`src/rtl/mem_arbiter_pkg.sv`:
```
// mem_arb_pkg: shared constants for the backing-memory arbiter.
//   REQ_I / REQ_D : requester ids, also the encoding of the last-grant bit.
//   WORD_BYTES    : bytes per memory beat.
//   ST_*          : arbiter state codes. The read states are split into a REQ
//                   substate (beat offered to memory) and a RESP substate
//                   (waiting for the read response).
package mem_arb_pkg;

   localparam logic REQ_I = 1'b0;
   localparam logic REQ_D = 1'b1;

   localparam int WORD_BYTES = 4;

   typedef logic [2:0] arb_state_t;

   localparam arb_state_t ST_IDLE   = 3'd0;
   localparam arb_state_t ST_I_REQ  = 3'd1;
   localparam arb_state_t ST_I_RESP = 3'd2;
   localparam arb_state_t ST_D_REQ  = 3'd3;
   localparam arb_state_t ST_D_RESP = 3'd4;
   localparam arb_state_t ST_D_WR   = 3'd5;

endpackage

```
`src/rtl/mem_arbiter_if.sv`:
```
// mem_arbiter_if: beat-level port between the arbiter and backing memory.
//   req/we/addr/wdata/wstrb : beat offered by the arbiter
//   gnt                     : memory accepts the beat
//   rvalid/rdata            : read response
// Handshake: a beat transfers on the rising edge where req && gnt. Once req
// is raised, req and the whole payload hold steady until that edge. Every
// accepted read returns exactly one rvalid/rdata, in order, with no
// backpressure; writes return nothing.
interface mem_arbiter_if #(
   parameter int ADDR_W = 32
);
   logic              req;
   logic              we;
   logic [ADDR_W-1:0] addr;
   logic [31:0]       wdata;
   logic [3:0]        wstrb;
   logic              gnt;
   logic              rvalid;
   logic [31:0]       rdata;

   modport master (output req, we, addr, wdata, wstrb,
                   input  gnt, rvalid, rdata);

   modport slave  (input  req, we, addr, wdata, wstrb,
                   output gnt, rvalid, rdata);
endinterface

```
`src/rtl/mem_arbiter_pick.sv`:
```
// mem_arb_pick: combinational 2-way round-robin chooser.
//   i_req, d_req : pending requests
//   last_grant   : side served most recently (REQ_I / REQ_D)
//   grant_vld    : at least one request pending
//   grant_id     : chosen side; on a tie the side not served last wins
module mem_arb_pick
   import mem_arb_pkg::*;
(
   input  logic i_req,
   input  logic d_req,
   input  logic last_grant,
   output logic grant_vld,
   output logic grant_id
);

   always_comb begin
      grant_vld = i_req | d_req;
      if (i_req && d_req) begin
         grant_id = (last_grant == REQ_I) ? REQ_D : REQ_I;
      end else if (d_req) begin
         grant_id = REQ_D;
      end else begin
         grant_id = REQ_I;
      end
   end

endmodule

```
`src/rtl/mem_arbiter.sv`:
```
// mem_arbiter: shares one backing-memory port between the I-cache refill
// path and the D-cache path (line refills and single-word stores).
//   clk, rst        : clock, asynchronous active-low reset
//   i_req/i_addr    : I-side line refill request, held until i_done
//   d_req/d_we/...  : D-side request (refill or store), held until d_done
//   i_rvalid/d_rvalid, rdata, rbeat : returned refill beat for the owner
//   i_done/d_done   : one-cycle completion pulses
//   busy            : a transaction is in progress
//   dbg_state       : current state code (ST_* in mem_arb_pkg)
//   dbg_last_grant  : side served most recently
//   mem             : beat-level memory port (master side)
module mem_arbiter
   import mem_arb_pkg::*;
#(
   parameter int LINE_WORDS = 4,
   parameter int ADDR_W     = 32
) (
   input  logic                          clk,
   input  logic                          rst,
   input  logic                          i_req,
   input  logic [ADDR_W-1:0]             i_addr,
   input  logic                          d_req,
   input  logic                          d_we,
   input  logic [ADDR_W-1:0]             d_addr,
   input  logic [31:0]                   d_wdata,
   input  logic [3:0]                    d_wstrb,
   output logic                          i_rvalid,
   output logic                          d_rvalid,
   output logic [31:0]                   rdata,
   output logic [$clog2(LINE_WORDS)-1:0] rbeat,
   output logic                          i_done,
   output logic                          d_done,
   output logic                          busy,
   output logic [2:0]                    dbg_state,
   output logic                          dbg_last_grant,
   mem_arbiter_if.master                 mem
);

   localparam int BEAT_W   = $clog2(LINE_WORDS);
   localparam int WORD_OFF = $clog2(WORD_BYTES);
   localparam int LINE_OFF = BEAT_W + WORD_OFF;
   localparam logic [BEAT_W-1:0] LAST_BEAT = BEAT_W'(LINE_WORDS - 1);

   arb_state_t                 state;
   logic                       last_grant;
   logic [BEAT_W-1:0]          beat;
   logic [ADDR_W-1:WORD_OFF]   word_addr;
   logic [31:0]                wdata_q;
   logic [3:0]                 wstrb_q;
   logic                       pick_vld;
   logic                       pick_id;
   logic [ADDR_W-1:0]          line_beat_addr;
   logic [ADDR_W-1:0]          store_addr;

   // Byte-offset bits never matter: beats are always word aligned.
   logic unused_addr_bits;
   assign unused_addr_bits = ^{i_addr[WORD_OFF-1:0], d_addr[WORD_OFF-1:0]};

   mem_arb_pick u_pick (
      .i_req      (i_req),
      .d_req      (d_req),
      .last_grant (last_grant),
      .grant_vld  (pick_vld),
      .grant_id   (pick_id)
   );

   // Line base with the beat index spliced into the word-offset field.
   assign line_beat_addr = {word_addr[ADDR_W-1:LINE_OFF], beat, {WORD_OFF{1'b0}}};
   assign store_addr     = {word_addr, {WORD_OFF{1'b0}}};

   always_ff @(posedge clk or negedge rst) begin
      if (!rst) begin
         state      <= ST_IDLE;
         last_grant <= REQ_I;
         beat       <= '0;
         word_addr  <= '0;
         wdata_q    <= '0;
         wstrb_q    <= '0;
         rdata      <= '0;
         rbeat      <= '0;
         i_rvalid   <= 1'b0;
         d_rvalid   <= 1'b0;
         i_done     <= 1'b0;
         d_done     <= 1'b0;
      end else begin
         i_rvalid <= 1'b0;
         d_rvalid <= 1'b0;
         i_done   <= 1'b0;
         d_done   <= 1'b0;
         case (state)
            ST_IDLE: begin
               if (pick_vld) begin
                  last_grant <= pick_id;
                  beat       <= '0;
                  if (pick_id == REQ_I) begin
                     word_addr <= i_addr[ADDR_W-1:WORD_OFF];
                     state     <= ST_I_REQ;
                  end else begin
                     word_addr <= d_addr[ADDR_W-1:WORD_OFF];
                     wdata_q   <= d_wdata;
                     wstrb_q   <= d_wstrb;
                     state     <= d_we ? ST_D_WR : ST_D_REQ;
                  end
               end
            end
            ST_I_REQ: if (mem.gnt) state <= ST_I_RESP;
            ST_D_REQ: if (mem.gnt) state <= ST_D_RESP;
            ST_I_RESP, ST_D_RESP: begin
               if (mem.rvalid) begin
                  rdata <= mem.rdata;
                  rbeat <= beat;
                  if (state == ST_I_RESP) i_rvalid <= 1'b1;
                  else                    d_rvalid <= 1'b1;
                  if (beat == LAST_BEAT) begin
                     // Done rides along with the final beat.
                     if (state == ST_I_RESP) i_done <= 1'b1;
                     else                    d_done <= 1'b1;
                     state <= ST_IDLE;
                  end else begin
                     beat  <= beat + 1'b1;
                     state <= (state == ST_I_RESP) ? ST_I_REQ : ST_D_REQ;
                  end
               end
            end
            ST_D_WR: begin
               // Stores get no response; acceptance completes them.
               if (mem.gnt) begin
                  d_done <= 1'b1;
                  state  <= ST_IDLE;
               end
            end
            default: state <= ST_IDLE;
         endcase
      end
   end

   // Memory-side outputs decode purely from state and latched fields, so
   // they cannot move while a beat waits for gnt.
   always_comb begin
      mem.req  = 1'b0;
      mem.we   = 1'b0;
      mem.addr = '0;
      case (state)
         ST_I_REQ, ST_D_REQ: begin
            mem.req  = 1'b1;
            mem.addr = line_beat_addr;
         end
         ST_I_RESP, ST_D_RESP: mem.addr = line_beat_addr;
         ST_D_WR: begin
            mem.req  = 1'b1;
            mem.we   = 1'b1;
            mem.addr = store_addr;
         end
         default: ;
      endcase
   end

   assign mem.wdata      = wdata_q;
   assign mem.wstrb      = wstrb_q;
   assign busy           = (state != ST_IDLE);
   assign dbg_state      = state;
   assign dbg_last_grant = last_grant;

endmodule

```
`src/flat_wrapper.sv`:
```
// flat-port wrapper written by rule: the top's interface ports become plain ports
module mem_arbiter_flat import mem_arb_pkg::*;
#(
   parameter int LINE_WORDS = 4,
   parameter int ADDR_W     = 32
)
  (clk, rst, i_req, i_addr, d_req, d_we, d_addr, d_wdata, d_wstrb, i_rvalid, d_rvalid, rdata, rbeat, i_done, d_done, busy, dbg_state, dbg_last_grant, mem_req, mem_we, mem_addr, mem_wdata, mem_wstrb, mem_gnt, mem_rvalid, mem_rdata);
  mem_arbiter_if #(.ADDR_W(ADDR_W)) mem_i ();
  input  logic clk;
  input  logic rst;
  input  logic i_req;
  input  logic [ADDR_W-1:0] i_addr;
  input  logic d_req;
  input  logic d_we;
  input  logic [ADDR_W-1:0] d_addr;
  input  logic [31:0] d_wdata;
  input  logic [3:0] d_wstrb;
  output logic i_rvalid;
  output logic d_rvalid;
  output logic [31:0] rdata;
  output logic [$clog2(LINE_WORDS)-1:0] rbeat;
  output logic i_done;
  output logic d_done;
  output logic busy;
  output logic [2:0] dbg_state;
  output logic dbg_last_grant;
  output wire logic [$bits(mem_i.req)-1:0] mem_req;
  output wire logic [$bits(mem_i.we)-1:0] mem_we;
  output wire logic [$bits(mem_i.addr)-1:0] mem_addr;
  output wire logic [$bits(mem_i.wdata)-1:0] mem_wdata;
  output wire logic [$bits(mem_i.wstrb)-1:0] mem_wstrb;
  input wire logic [$bits(mem_i.gnt)-1:0] mem_gnt;
  input wire logic [$bits(mem_i.rvalid)-1:0] mem_rvalid;
  input wire logic [$bits(mem_i.rdata)-1:0] mem_rdata;
  assign mem_req = mem_i.req;
  assign mem_we = mem_i.we;
  assign mem_addr = mem_i.addr;
  assign mem_wdata = mem_i.wdata;
  assign mem_wstrb = mem_i.wstrb;
  assign mem_i.gnt = mem_gnt;
  assign mem_i.rvalid = mem_rvalid;
  assign mem_i.rdata = mem_rdata;
  mem_arbiter #(.LINE_WORDS(LINE_WORDS), .ADDR_W(ADDR_W)) u_core (.clk(clk), .rst(rst), .i_req(i_req), .i_addr(i_addr), .d_req(d_req), .d_we(d_we), .d_addr(d_addr), .d_wdata(d_wdata), .d_wstrb(d_wstrb), .i_rvalid(i_rvalid), .d_rvalid(d_rvalid), .rdata(rdata), .rbeat(rbeat), .i_done(i_done), .d_done(d_done), .busy(busy), .dbg_state(dbg_state), .dbg_last_grant(dbg_last_grant), .mem(mem_i));
endmodule
```
`config.mk`:
```
export PLATFORM = sky130hd
export DESIGN_NAME = mem_arbiter_flat
export DESIGN_NICKNAME = d
export VERILOG_FILES = /design/src/rtl/mem_arbiter_pkg.sv /design/src/rtl/mem_arbiter_if.sv /design/src/rtl/mem_arbiter_pick.sv /design/src/rtl/mem_arbiter.sv /design/src/flat_wrapper.sv
export SDC_FILE = /design/constraint.sdc
export NUM_CORES = 1
export LEC_CHECK = 0
export ABC_AREA = 0
export BUFFER_PORTS_ARGS = -buffer_cell sky130_fd_sc_hd__buf_4
export CAP_MARGIN = 20
export CORE_MARGIN = 3
export CORE_UTILIZATION = 49
export DETAILED_ROUTE_END_ITERATION = 8
export GPL_TIMING_DRIVEN = 0
export HOLD_SLACK_MARGIN = 0.08
export PLACE_DENSITY = 0.89
export SYNTH_ARGS = -nofsm -noshare
export SYNTH_HDL_FRONTEND = slang
export SYNTH_SLANG_ARGS = --single-unit
```
`constraint.sdc`:
```
create_clock -name clk -period 4.5 [get_ports clk]
set_input_delay 0.225 -clock clk [delete_from_list [all_inputs] [get_ports clk]]
set_output_delay 0.225 -clock clk [all_outputs]
set_load 0.03 [all_outputs]
```
==> results.toml <==
[grt]
grt_start_max_net_pins = 64
grt_pass1_wl_microns = 22530
grt_overflow = 0
grt_antenna_before_repair = 0
first_global_vias = 4414
track_usage_pct = 25.62

[drt]
wl_met3_microns = 979
top_layer = "met4"
route.met2.wl_microns = 7473
firstDrtPassIters = 4
ant_nets = 0
avgRoutedWirePerCell_microns = 17.13
vias = 4112
totalWireLength_microns = 14050
vias_per_cell = 5.015
wl_met1_microns = 5199
remaining_drc_errors = 0
drtIter0Drc = 132

[synthesis]
synth.avg_cell_area_sq_um = 12.47
yosys.area.top_type = "dfrtp_1"
synth-compound-area-share_pct = 6.913
ys_top_cells_by_count = "110 x dfrtp_1, 64 x mux2_2, 39 x nand2_1, 36 x o21ai_0, 33 x mux2i_1"
ys_seq_area_share_pct = 57.17
synth_xor_area_share_pct = 0
synth-async-reset-ratio_pct = 100.0
synth.area.top_cells = "dfrtp_1 57%, mux2_2 15%, mux2i_1 6.9%"
synthAdderAreaFrac_pct = 0.2599
muxShareOfSynthArea_pct = 23.23
synth_top_family_by_area = "multiplexers"
postSynthCellCount = 386
yosysTopAreaCellShare_pct = 57.17
synth_edf_count = 0
synth-seq-cells = 110
synth_flop_cell = "dfrtp_1"
synth_area_sq_um = 4815
synth-simple-area-share_pct = 9.252
synth_most_common_cell = "dfrtp_1"
yosys_warnings = 0
synthDistinctLibCells = 37

[worst_setup_path]
path_delay_family = "buffers and inverters"
worstPathRequired_ns = 4.28
worstSetupEndpointType = "output pin"
crit_chain = "buf_2, a21oi_1, clkbuf_1, and2_1, buf_4"
slowest_delay_ns = 0.57
worstSetupPathDepth = 5
reg2reg_depth = 4
start_kind = "flop"
cp_max_fo = 10
crit_buf_inv = 3
r2r-end = "u_core.rdata[23]"
crit_type = "flop to output pin"
cp_slowest_cell = "a21oi_1"
arrival_ns = 2.23
rrSetupSlack_ns = 2.65
rr_startpoint = "u_core.dbg_state[0]"

[clock_network]
cts_tree = "yes"
cts_max_level = 3
clkSinkCount = 110
cts_root_buf = "clkbuf_8"
insertion_delay_ns = 0.36
path_clk_slew_ns = 0.11
cts-resized-gates = 0
cts_max_path_buffers = 2
cts-buffers-inserted = 9

[placement]
dp_hpwl_microns = 9990
io_buffers = 245
placed_cell_area_sq_um = 6847
place.gp.congestion = 0.7744

[floorplanning]
rows = 35
initial_core_util_pct = 51.14
pin_count = 252
die_h_microns = 105.1
die_w_microns = 105.1
die-area_sq_um = 11050
core_sq_um = 9415

[timing]
slew_violations = 0
hold-worst-slack_ns = 0.1016
max_freq_mhz = 407.1
fin_skew_ns = 0.02045
setup_violations = 0
tightest_slew_ns = 0.7985
finalHoldViolCount = 0
grt_setup_unrepaired = "false"
period_share_pct = 54.59
min_period_ns = 2.456
tns_ns = 0
slew_headroom_pct = 46.77

[finish]
fillerInstances = 560
multi_input_area_sq_um = 1917
nets = 827
syn2layout_area_growth_pct = 54.70
drive_above_1_share_pct = 49.78
final_core_util_pct = 79.11
final_area_sq_um = 7448
diodes = 0
regArea_sq_um = 2753

[pwr]
switching_power_mw = 2.533
power_density_nw_per_um2 = 742.4
vdd_drop_max_v = 0.0004703
power.internal_mw = 2.996
swShare_pct = 45.81
p_leak_nw = 3.691
pwr-share-seq_pct = 31.7
pwr-share-clk_pct = 9.8
combinationalPowerShare_pct = 58.5

[status]
status = "complete, no violations"

[worst_hold_path]
whs_path_depth = 2
hp-class = "input pin to flop"
hp-start = "d_wdata[25]"
whs_endpoint = "u_core.mem.wdata[25]"

[run]
drv_cap = 0
layer usage:
metal	GRT usage [%]	vias up
li1	-	1935
met1	29.22	1963
met2	46.61	185
met3	6.115	29
met4	9.091	0
met5	0	-
cells in the final DEF (no fill, tap or decap), types with 2 or more instances in the layout:
master	instances
buf_4	248
dfrtp_1	110
mux2_2	64
dlygate4sd3_1	43
nand2_1	39
o21ai_0	36
mux2i_1	33
and2_1	29
clkbuf_1	10
clkbuf_8	9
buf_2	8
a21oi_1	8
mux2_1	6
nor2_1	5
o21ai_1	5
inv_1	3
nor2b_1	3
buf_6	3
nand2b_1	2
conb_1	2
clkinvlp_4	2
kinds of logic (layout without fill, tap and decap cells):
| kind of cell | Yosys count | after routing |
|---|---|---|
| other | 1 | 2 |
| buffers and inverters | 27 | 331 |
| multiplexers | 103 | 103 |
| adder cells (fa/ha/maj) | 1 | 1 |
| AO/OA/AOI/OAI | 58 | 58 |
| flip-flops | 110 | 110 |
| AND/OR/NAND/NOR | 86 | 86 |
power groups by stage:
stage | clock network, mW | logic (mW) | registers, mW
floorplan | 0 | 1.32 | 2.39
global placement | 0 | 3.14 | 1.72
detailed placement | 0 | 3.21 | 1.76
CTS | 0.559 | 3.24 | 1.73
global route | 0.600 | 3.44 | 1.81
finish | 0.541 | 3.24 | 1.75
stage by stage:
stage	setup slack (ns)	cells	total power, mW
5_1_grt	1.867	820	5.850
3_3_place_gp	2.448	761	4.854
4_1_cts	1.996	820	5.537
2_1_floorplan	2.555	387	3.715
3_5_place_dp	2.405	762	4.965
6_report	2.044	820	5.530
final cells by class:
type	instances	share of cell area, %
Timing Repair Buffer	289	30.84
Clock buffer	10	1.713
Buffer	24	1.848
Sequential cell	110	36.96
Inverter	3	0.1512
Tap cell	129	2.167
Multi-Input combinational cell	250	25.73
Clock inverter	5	0.5879
how the worst max path moves through the flow:
stage,slack [ns],to,from
final,2.04,mem_addr[26],u_core.dbg_state[2]
after global routing,1.87,mem_addr[16],u_core.dbg_state[2]
after CTS,2.00,mem_addr[14],u_core.dbg_state[2]
after detailed placement,2.41,mem_addr[14],u_core.dbg_state[2]
after global placement,2.45,mem_addr[14],u_core.dbg_state[2]
after floorplan,2.56,mem_addr[2],u_core.dbg_state[0]
registers in the layout (all words and copies together) (netlist names), 2 cells and up:
signal,count
u_core.rbeat,2
u_core.beat,2
u_core.mem.wstrb,4
u_core.dbg_state,3
u_core.word_addr,30
u_core.rdata,32
u_core.mem.wdata,32
timing repair:
action,4_1_cts,5_1_grt
buffers inserted,0,0
endpoints found under the hold margin,104,0
hold buffers,43,0
No activity file was read; power rests on OpenSTA's default activity.
